`src/rtl/accel_pkg.sv`:
```
// Shared definitions for the accelerator datapath: fetch FSM states, element/word sizing,
// AXI response and fixed single-beat AR attribute encodings.
package accel_pkg;

  typedef enum logic [2:0] {
    IDLE,
    A_AR,
    A_R,
    B_AR,
    B_R,
    DONE
  } fetch_state_t;

  localparam int WORD_BYTES = 4;
  localparam int MAX_DIM    = 15;
  localparam int DIM_W      = 4;

  localparam logic [1:0] RESP_OKAY     = 2'b00;
  localparam logic [7:0] AR_LEN_SINGLE = 8'd0;
  localparam logic [2:0] AR_SIZE_WORD  = 3'd2;
  localparam logic [1:0] AR_BURST_INCR = 2'b01;

endpackage

```
`src/rtl/elem_counter.sv`:
```
// Row-major element index with a terminal flag at N*N-1; idx_nxt wraps to 0 after the last element.
// Latency: idx updates on the cycle after inc; last/idx_nxt are combinational. No backpressure (inc is a strobe).
module elem_counter
  import accel_pkg::*;
#(
  parameter int IDX_W = 8
) (
  input  logic             clk,
  input  logic             rst_n,
  input  logic             clr,
  input  logic             inc,
  input  logic [DIM_W-1:0] dim,
  output logic [IDX_W-1:0] idx,
  output logic [IDX_W-1:0] idx_nxt,
  output logic             last
);

  logic [IDX_W-1:0] total;

  assign total   = IDX_W'(dim) * IDX_W'(dim);
  assign last    = (idx == total - 1'b1);
  assign idx_nxt = last ? '0 : idx + 1'b1;

  always_ff @(posedge clk) begin
    if (!rst_n) begin
      idx <= '0;
    end else if (clr) begin
      idx <= '0;
    end else if (inc) begin
      idx <= idx_nxt;
    end
  end

endmodule

```
`src/rtl/operand_fetch.sv`:
```
// Fetches square matrices A then B word-by-word over AXI read (one outstanding single beat) into the operand buffer.
// Latency: 2 cycles/element minimum, read_done 1 cycle after last R beat; stalls on arready/rvalid, no buffer backpressure.
module operand_fetch
  import accel_pkg::*;
#(
  parameter int ADDR_W = 32,
  parameter int DATA_W = 32,
  parameter int IDX_W  = 8
) (
  input  logic              M_AXI_ACLK,
  input  logic              M_AXI_ARESETN,

  input  logic              start,
  input  logic [ADDR_W-1:0] a_addr,
  input  logic [DIM_W-1:0]  a_dim,
  input  logic [ADDR_W-1:0] b_addr,
  input  logic [DIM_W-1:0]  b_dim,
  output logic              busy,
  output logic              read_done,
  output logic              read_err,

  output logic [ADDR_W-1:0] m_axi_araddr,
  output logic              m_axi_arvalid,
  input  logic              m_axi_arready,
  output logic [7:0]        m_axi_arlen,
  output logic [2:0]        m_axi_arsize,
  output logic [1:0]        m_axi_arburst,

  input  logic [DATA_W-1:0] m_axi_rdata,
  input  logic [1:0]        m_axi_rresp,
  input  logic              m_axi_rvalid,
  output logic              m_axi_rready,

  output logic              buf_we,
  output logic              buf_sel,
  output logic [IDX_W-1:0]  buf_idx,
  output logic [DATA_W-1:0] buf_data
);

  fetch_state_t      state;
  logic [ADDR_W-1:0] a_base;
  logic [ADDR_W-1:0] b_base;
  logic [DIM_W-1:0]  a_n;
  logic [DIM_W-1:0]  b_n;

  logic              on_b;
  logic [DIM_W-1:0]  cur_dim;
  logic [ADDR_W-1:0] cur_base;
  logic [ADDR_W-1:0] next_addr;
  logic              r_hs;
  logic              cnt_clr;
  logic [IDX_W-1:0]  cnt_idx;
  logic [IDX_W-1:0]  cnt_idx_nxt;
  logic              cnt_last;

  assign m_axi_arlen   = AR_LEN_SINGLE;
  assign m_axi_arsize  = AR_SIZE_WORD;
  assign m_axi_arburst = AR_BURST_INCR;

  assign on_b     = (state == B_AR) || (state == B_R);
  assign cur_dim  = on_b ? b_n : a_n;
  assign cur_base = on_b ? b_base : a_base;
  assign r_hs     = m_axi_rready && m_axi_rvalid;
  assign cnt_clr  = (state == IDLE) && start;

  // Address of the element after the one being accepted now; wraps modulo 2^ADDR_W.
  assign next_addr = cur_base + ADDR_W'(cnt_idx_nxt) * ADDR_W'(WORD_BYTES);

  elem_counter #(
    .IDX_W (IDX_W)
  ) u_elem_counter (
    .clk     (M_AXI_ACLK),
    .rst_n   (M_AXI_ARESETN),
    .clr     (cnt_clr),
    .inc     (r_hs),
    .dim     (cur_dim),
    .idx     (cnt_idx),
    .idx_nxt (cnt_idx_nxt),
    .last    (cnt_last)
  );

  always_ff @(posedge M_AXI_ACLK) begin
    if (!M_AXI_ARESETN) begin
      state         <= IDLE;
      a_base        <= '0;
      b_base        <= '0;
      a_n           <= '0;
      b_n           <= '0;
      busy          <= 1'b0;
      read_done     <= 1'b0;
      read_err      <= 1'b0;
      m_axi_araddr  <= '0;
      m_axi_arvalid <= 1'b0;
      m_axi_rready  <= 1'b0;
      buf_we        <= 1'b0;
      buf_sel       <= 1'b0;
      buf_idx       <= '0;
      buf_data      <= '0;
    end else begin
      buf_we    <= 1'b0;
      read_done <= 1'b0;
      case (state)
        IDLE: begin
          if (start) begin
            a_base   <= a_addr;
            b_base   <= b_addr;
            a_n      <= a_dim;
            b_n      <= b_dim;
            read_err <= 1'b0;
            busy     <= 1'b1;
            if (a_dim != '0) begin
              state         <= A_AR;
              m_axi_arvalid <= 1'b1;
              m_axi_araddr  <= a_addr;
            end else if (b_dim != '0) begin
              state         <= B_AR;
              m_axi_arvalid <= 1'b1;
              m_axi_araddr  <= b_addr;
            end else begin
              state     <= DONE;
              read_done <= 1'b1;
            end
          end
        end

        A_AR, B_AR: begin
          if (m_axi_arready) begin
            m_axi_arvalid <= 1'b0;
            m_axi_rready  <= 1'b1;
            state         <= (state == A_AR) ? A_R : B_R;
          end
        end

        A_R, B_R: begin
          if (m_axi_rvalid) begin
            m_axi_rready <= 1'b0;
            buf_we       <= 1'b1;
            buf_sel      <= on_b;
            buf_idx      <= cnt_idx;
            buf_data     <= m_axi_rdata;
            if (m_axi_rresp != RESP_OKAY) begin
              read_err <= 1'b1;
            end
            if (!cnt_last) begin
              state         <= on_b ? B_AR : A_AR;
              m_axi_arvalid <= 1'b1;
              m_axi_araddr  <= next_addr;
            end else if (!on_b && (b_n != '0)) begin
              state         <= B_AR;
              m_axi_arvalid <= 1'b1;
              m_axi_araddr  <= b_base;
            end else begin
              state     <= DONE;
              read_done <= 1'b1;
            end
          end
        end

        DONE: begin
          busy  <= 1'b0;
          state <= IDLE;
        end

        default: begin
          state <= IDLE;
        end
      endcase
    end
  end

endmodule
```
`config.mk`:
```
export PLATFORM = sky130hd
export DESIGN_NAME = operand_fetch
export DESIGN_NICKNAME = d
export VERILOG_FILES = /design/src/rtl/accel_pkg.sv /design/src/rtl/elem_counter.sv /design/src/rtl/operand_fetch.sv
export SDC_FILE = /design/constraint.sdc
export NUM_CORES = 1
export LEC_CHECK = 0
export BUFFER_PORTS_ARGS = -buffer_cell sky130_fd_sc_hd__buf_2
export CORE_MARGIN = 5
export CORE_UTILIZATION = 45
export CTS_BUF_LIST = sky130_fd_sc_hd__clkbuf_8 sky130_fd_sc_hd__clkbuf_16
export DETAILED_ROUTE_END_ITERATION = 12
export GPL_TIMING_DRIVEN = 0
export PLACE_DENSITY = 0.73
export REMOVE_ABC_BUFFERS = 1
export SYNTH_ARGS = -nofsm -noshare
export SYNTH_HDL_FRONTEND = slang
export SYNTH_SLANG_ARGS = --single-unit
export TNS_END_PERCENT = 5
```
`constraint.sdc`:
```
create_clock -name M_AXI_ACLK -period 9.4 [get_ports M_AXI_ACLK]
set_input_delay 1.41 -clock M_AXI_ACLK [delete_from_list [all_inputs] [get_ports M_AXI_ACLK]]
set_output_delay 1.41 -clock M_AXI_ACLK [all_outputs]
set_load 0.05 [all_outputs]
```
### Word level (Yosys, flattened, before mapping)

Cells that the tools add are included.

| word-level totals | value |
|---|---|
| logic and storage cells | 104 |
| input port bits | 111 |
| output and inout port bits | 92 |
| flip-flop bits (word level) | 162 |

| operators by class | value |
|---|---|
| multiply operators | 1 |
| bitwise logic cells | 1 |
| reductions and logical operators | 26 |
| $add $sub $neg | 3 |
| muxes and demuxes | 45 |
| eq/ne operators | 12 |

Operators by type and width:

| kind | number |
|---|---|
| two-way mux 32 bit | 7 |
| case mux 32 bit (2 select lines) | 1 |
| adder 32 x 10 -> 32 bit | 1 |
| two-way mux 3 bit | 8 |
| two-way mux 1 bit | 20 |
| nonzero test 4 bit | 3 |
| case mux 3 bit (3 select lines) | 1 |
| adder 8 x 1 -> 8 bit, second input constant | 1 |
| equality test 8 bit | 1 |
| multiplier 4 x 4 -> 8 bit | 1 |
| two-way mux 8 bit | 1 |
| inequality test 2 bit, second input constant | 4 |
| case mux 1 bit (2 select lines) | 4 |
| AND reduction 2 bit | 4 |
| nonzero test 2 bit | 4 |
| subtractor 8 x 1 -> 8 bit, second input constant | 1 |
| equality test 3 x 2 -> 1 bit, second input constant | 2 |
| equality test 3 bit, second input constant | 2 |
| AND reduction 3 bit | 2 |
| AND reduction 6 bit | 1 |
| OR reduction 2 bit | 3 |
| AND reduction 5 bit | 1 |
| two-way mux 4 bit | 1 |
| AND reduction 4 bit | 1 |
| 11 further kinds | 13 |

### Logic depth before layout (Yosys ltp)

| logic depth | value |
|---|---|
| depth in word-level cells | 11 |
| depth in mapped cells | 39 |
| gate-level depth less buffers | 31 |

### Cells and area by module

A second synthesis with hierarchy kept.

| second synthesis, totals | value |
|---|---|
| cells, all modules | 1286 |
| area total of the unflattened synthesis | 9630.5 sq um |

Modules (own cells, without submodules):

| module | cells an instance | seq. area each (sq um) | times used | area each (sq um) |
|---|---|---|---|---|
| operand_fetch | 1156 | 3083.0 | 1 | 8583.2 |
| elem_counter | 130 | 160.2 | 1 | 1047.3 |

### Worst setup path before layout

No wires, ideal clock.

| timing | value |
|---|---|
| path type | register to register |
| from | register state[1] |
| to | register m_axi_araddr[25] |
| arrival time | 6.641 ns |
| buffers on the path | 8 |
| setup slack | 2.639 ns |
| data required time | 9.281 ns |
| cell stages (with the launch flop) | 34 |
| setup time | 0.119 ns |
| clock period less this slack | 6.761 ns |
| cell sequence | dfxtp_1 > buf_6 > and3b_1 > buf_2 > nor2_1 > buf_2 > buf_1 > clkbuf_1 > mux2i_1 > a21oi_1 > o21ai_0 > xnor2_1 > ha_1 > ha_1 > xnor2_1 > xor2_1 > nand3_1 > o31ai_1 > mux2i_1 > a211oi_2 > buf_2 > buf_4 > buf_4 > nor2_1 > ha_1 > a211oi_1 > o211ai_1 > a31oi_1 > nor4_4 > a311oi_1 > a21oi_1 > or2_2 > a31oi_1 > o2bb2ai_1 |

| on the way | value |
|---|---|
| longest elaborated chain between the ends | 11 |
| elaborated cells on any way between the ends | 24 |
| classes of those cells | 2 x add/sub; 1 x mul; 8 x eq/ne; 6 x mux; 7 x reduce/logical |

Ends and longest elaborated chain:

| what | RTL line | text |
|---|---|---|
| start: declaration | operand_fetch.sv:40 | `fetch_state_t state;` |
| start signal: assignment | operand_fetch.sv:130 | `state <= (state == A_AR) ? A_R : B_R;` |
| start signal: assignment | operand_fetch.sv:145 | `state <= on_b ? B_AR : A_AR;` |
| equality test 3 x 2 -> 1 bit / equality test 3 bit (equally long branches) | operand_fetch.sv:60 | `assign on_b = (state == B_AR) \|\| (state == B_R);` |
| logical OR 1 bit * | operand_fetch.sv:60 |  |
| two-way mux 4 bit * | operand_fetch.sv:61 | `assign cur_dim = on_b ? b_n : a_n;` |
| multiplier 4 x 4 -> 8 bit * | elem_counter.sv:20 | `assign total = IDX_W'(dim) * IDX_W'(dim);` |
| subtractor 8 x 1 -> 8 bit * | elem_counter.sv:21 | `assign last = (idx == total - 1'b1);` |
| equality test 8 bit * | elem_counter.sv:21 |  |
| two-way mux 8 bit * | elem_counter.sv:22 | `assign idx_nxt = last ? '0 : idx + 1'b1;` |
| via cnt_idx_nxt[6] | operand_fetch.sv:53 | `logic [IDX_W-1:0] cnt_idx_nxt;` |
| adder 32 x 10 -> 32 bit * | operand_fetch.sv:67 | `assign next_addr = cur_base + ADDR_W'(cnt_idx_nxt) * ADDR_W'(WORD_BYTES);` |
| two-way mux 32 bit * | operand_fetch.sv:144 | `if (!cnt_last) begin` |
| two-way mux 32 bit * | operand_fetch.sv:135 | `if (m_axi_rvalid) begin` |
| case mux 32 bit (2 select lines) * | operand_fetch.sv:102 | `case (state)` |
| end signal: assignment | operand_fetch.sv:114 | `m_axi_araddr <= a_addr;` |
| end signal: assignment | operand_fetch.sv:147 | `m_axi_araddr <= next_addr;` |
| end signal: assignment | operand_fetch.sv:151 | `m_axi_araddr <= b_base;` |
| end: declaration | operand_fetch.sv:22 | `output logic [ADDR_W-1:0] m_axi_araddr,` |

Mark *: on every way through the listed nets, which the timed path passes. The rest lies on a longest branch. The select of a mux whose other input is x is not followed.
A chain may end at the register's enable or synchronous reset.

### Worst setup path after layout

| timing | value |
|---|---|
| from | register state[0] |
| to | register m_axi_araddr[25] |

Same word-level chain as after synthesis.

==> key figures <==
Run status
  • Result of the run: finished clean

Critical path
  • Type of the setup path with the least slack: register to register
  • Critical Path End Type: register
  • Critical register-to-register path startpoint: state[0]
  • Crit Reg-Reg Endpoint: m_axi_araddr[25]
  • Startpoint types: register
  • Critical path's top delay family: compound AO/OA/AOI/OAI gates
  • Crit path largest cell delay: 880 ps
  • Arrival time worst endpoint: approximately 8600 ps
  • Buf/Inv on CP: 2
  • Register-to-register path setup slack: 1160 ps
  • Maximum net fanout on the critical path: 32
  • Critical-path cell with the highest stage delay: sky130_fd_sc_hd__dfxtp_1
  • Required time at the worst-slack endpoint: 9710 ps
  • Worst reg2reg path depth: 30

Global route
  • GR Util met1: 29.6%
  • Met2 capacity usage during global routing: ~37%
  • Total congestion overflow: 0
  • Initial antenna violation count: 2
  • Total routing resource utilization after global routing: 22.7%
  • Wire length of the first global-routing pass: roughly 45000 um
  • Most crowded layer after global routing: met2
  • Maximum number of pins on one net before global-route repair: 82
  • Number of global-route vias before repair: a little under 9000
  • Met3 Resource Use GR: around 6.3%

Timing
  • Worst hold slack across all endpoints: 452 ps
  • Final critical-path setup slack: between 1000 and 1500 ps
  • Number of failing setup endpoints in the final timing report: 0
  • RSZ-0062 raised after global routing: no
  • Fraction of the cycle the final worst path needs: about 90%
  • Clock period minus final worst setup slack: 8240 ps
  • Number of hold violations in the final report: 0
  • Slew at the pin closest to its max-slew limit: 1230 ps
  • Max Clock Skew: 12.4 ps
  • Achievable Freq: 0.121 GHz
  • Slew HR: 16.6%
  • Count of pins over their slew limit: 0

Clock network
  • CTS tree: yes
  • Clock latency on the worst-skew pair: approximately 430 ps
  • Total clock buffers created by CTS: 17
  • Number of clock sinks seen by CTS: 162
  • Maximum level of the CTS H-tree: 4
  • Number of resized instances in the post-cts repair step: 0
  • Clock-pin slew on the worst setup and hold paths: 70 ps
  • Post-cts hold buffer count: 0
  • Buffer count from post-CTS setup fixing: 0
  • Maximum clock path buffer count: 2
  • Root Buffer Master: sky130_fd_sc_hd__clkbuf_16

Die
  • DIE AREA: 23400 sq um
  • Die outline width: 153 um
  • Area of the core region: 20200 sq um
  • Die Height: 153 um
  • Number of top-level pins: 203
  • Initial core utilization: a little under half
  • Number of cell rows: 52

Yosys
  • Synth warnings: 0
  • Unique cell type count in the Yosys netlist: between 70 and 80
  • Proportion of synthesized flip-flops having asynchronous set or reset: 0%
  • Cell count after synthesis: 1243
  • Number of synthesized flops with an enable pin: 0
  • Share of the yosys chip area belonging to registers: 35.3%
  • Flip-flop cell with the highest count after synthesis: sky130_fd_sc_hd__dfxtp_1
  • Average instance area after synthesis: ~7.4 sq um
  • Cell area after synthesis: 9190 sq um
  • Total of flip-flops plus latches after synthesis: 162

Min path
  • Min-Delay Endpoint: buf_data[1]
  • Hold Path Depth: 2
  • Worst hold path type: register to register
  • Worst Hold Launch: buf_data[1]

Routing
  • Final wirelength: 27300 um
  • Per-cell routed wire length: 16.4 um
  • Number of detailed-routing iterations run before antenna repair: 5
  • DRC viols: 0
  • Number of nets with antenna violations after detailed routing: 0
  • Vias per cell: 5.67
  • Count of vias placed by the detailed router: ~9400
  • Initial DRC count: 771

Layout
  • Area growth from synthesis to layout: 19.5%
  • Fraction of layout instances using a drive strength above 1: 19.6%
  • Inserted Diodes: 0
  • Final net count: 1506

Placement
  • Routability-driven placement congestion ratio: between 0.8 and 0.9
  • Quantity of I/O buffers inserted on ports: 189
  • Worst Setup Slack post-DPL: 1340 ps
  • Detailed Place HPWL: 19200 um

Run
  • Count of max-cap constraint violations: 0

Power
  • Areal power density over the cells: 243 nW/um^2
  • Maximum vdd drop: 0.143 mV
  • Leakage power of the design: 0.00446 uW
## worst max path at each step
stage                  endpoint  cells past startpoint  slack, ps  startpoint
4_1_cts        m_axi_araddr[25]                     30       1310    state[0]
6_report       m_axi_araddr[25]                     30       1160    state[0]
3_3_place_gp   m_axi_araddr[17]                     25      -4230    state[2]
3_5_place_dp   m_axi_araddr[25]                     30       1340    state[0]
5_1_grt        m_axi_araddr[29]                     30        610    state[0]
2_1_floorplan  m_axi_araddr[24]                     29       -770    state[2]
## metal layers
metal / up-vias / share of wire, %
met5: - / 0.099
met4: 4 / 2.1
met3: 47 / 8.3
met2: 385 / 46
met1: 4346 / 43
li1: 4630 / -
## Yosys cell counts (all sizes together), types with 13 or more instances
library cell	count	area [sq um]
nor4	13	96.3
nor3	26	130
a21oi	170	851
inv	19	71.3
nor2	69	267
dfxtp	162	3240
clkbuf	64	241
a31oi	15	93.8
buf	36	234
nand2	332	1250
o21ai	34	170
a32o	15	150
mux2i	36	360
ha	16	200
o211ai	15	113
nand3	31	155
## metrics by stage
stage               instance area [sq um]  util (%)  power, uW  setup TNS (ps)  instances
floorplan                            8750         -       1620          -11180       1154
detailed placement                  10300      51.3       1940               0       1629
global placement                    10000      49.8       1900         -141770       1613
global route                        11000      54.4       2820               0       1661
CTS                                 11000      54.4       2680               0       1661
finish                              11000      54.4       2670               0       1661
## cell usage in the layout, fill, tap and decap left out, types with 13 or more instances in the layout
cell and instances:
sky130_fd_sc_hd__conb_1 13, sky130_fd_sc_hd__inv_1 18, sky130_fd_sc_hd__a32o_1 15, sky130_fd_sc_hd__buf_2 189, sky130_fd_sc_hd__mux2i_1 36, sky130_fd_sc_hd__nor2_1 66
sky130_fd_sc_hd__o21ai_0 31, sky130_fd_sc_hd__nor3_1 26, sky130_fd_sc_hd__clkbuf_16 17, sky130_fd_sc_hd__a31oi_1 15, sky130_fd_sc_hd__ha_1 16, sky130_fd_sc_hd__a21oi_1 169
sky130_fd_sc_hd__nand3_1 31, sky130_fd_sc_hd__dfxtp_1 162, sky130_fd_sc_hd__o211ai_1 15, sky130_fd_sc_hd__nand2_1 329
## kinds of logic (layout without fill, tap and decap cells)
family,Yosys count,after routing,synth area share (%)
other,2,13,0.0817
DFF,162,162,35.3
buffers and inverters,119,256,5.95
muxes,47,47,5.27
adders and majority gates,17,17,2.40
AOI/OAI and AO/OA,340,340,23.5
and+or+nand+nor,534,534,25.4
xor gates and xnor gates,22,22,2.10
## worst min-delay path: cells and delay by family (launching register included)
family             cells  cell delay, ps
DFF                    1             310
and+or+nand+nor        1              50
AOI/OAI and AO/OA      1              50
## registers in the layout (all words and copies together), names as in the netlist, 3 cells and up
name,flops
a_base,32
b_base,32
buf_data,32
m_axi_araddr,32
buf_idx,8
u_elem_counter.idx,8
a_n,4
b_n,4
state,3
## where the power goes
part / internal [uW] / total [uW] / switching, uW
registers: 799 / 898 / 99.3
clock network: 389 / 734 / 345
logic: 314 / 1040 / 724
## area by class of cell
cell class | count | area (sq um)
fill | 1924 | 9190
multi-input combinational | 973 | 5510
sequential | 162 | 3240
timing repair buffer | 205 | 1190
clock buffer | 17 | 425
tap | 270 | 338
clock inverter | 15 | 205
inverter | 19 | 73.8
Note: power is estimated with default switching activity, not from simulation.
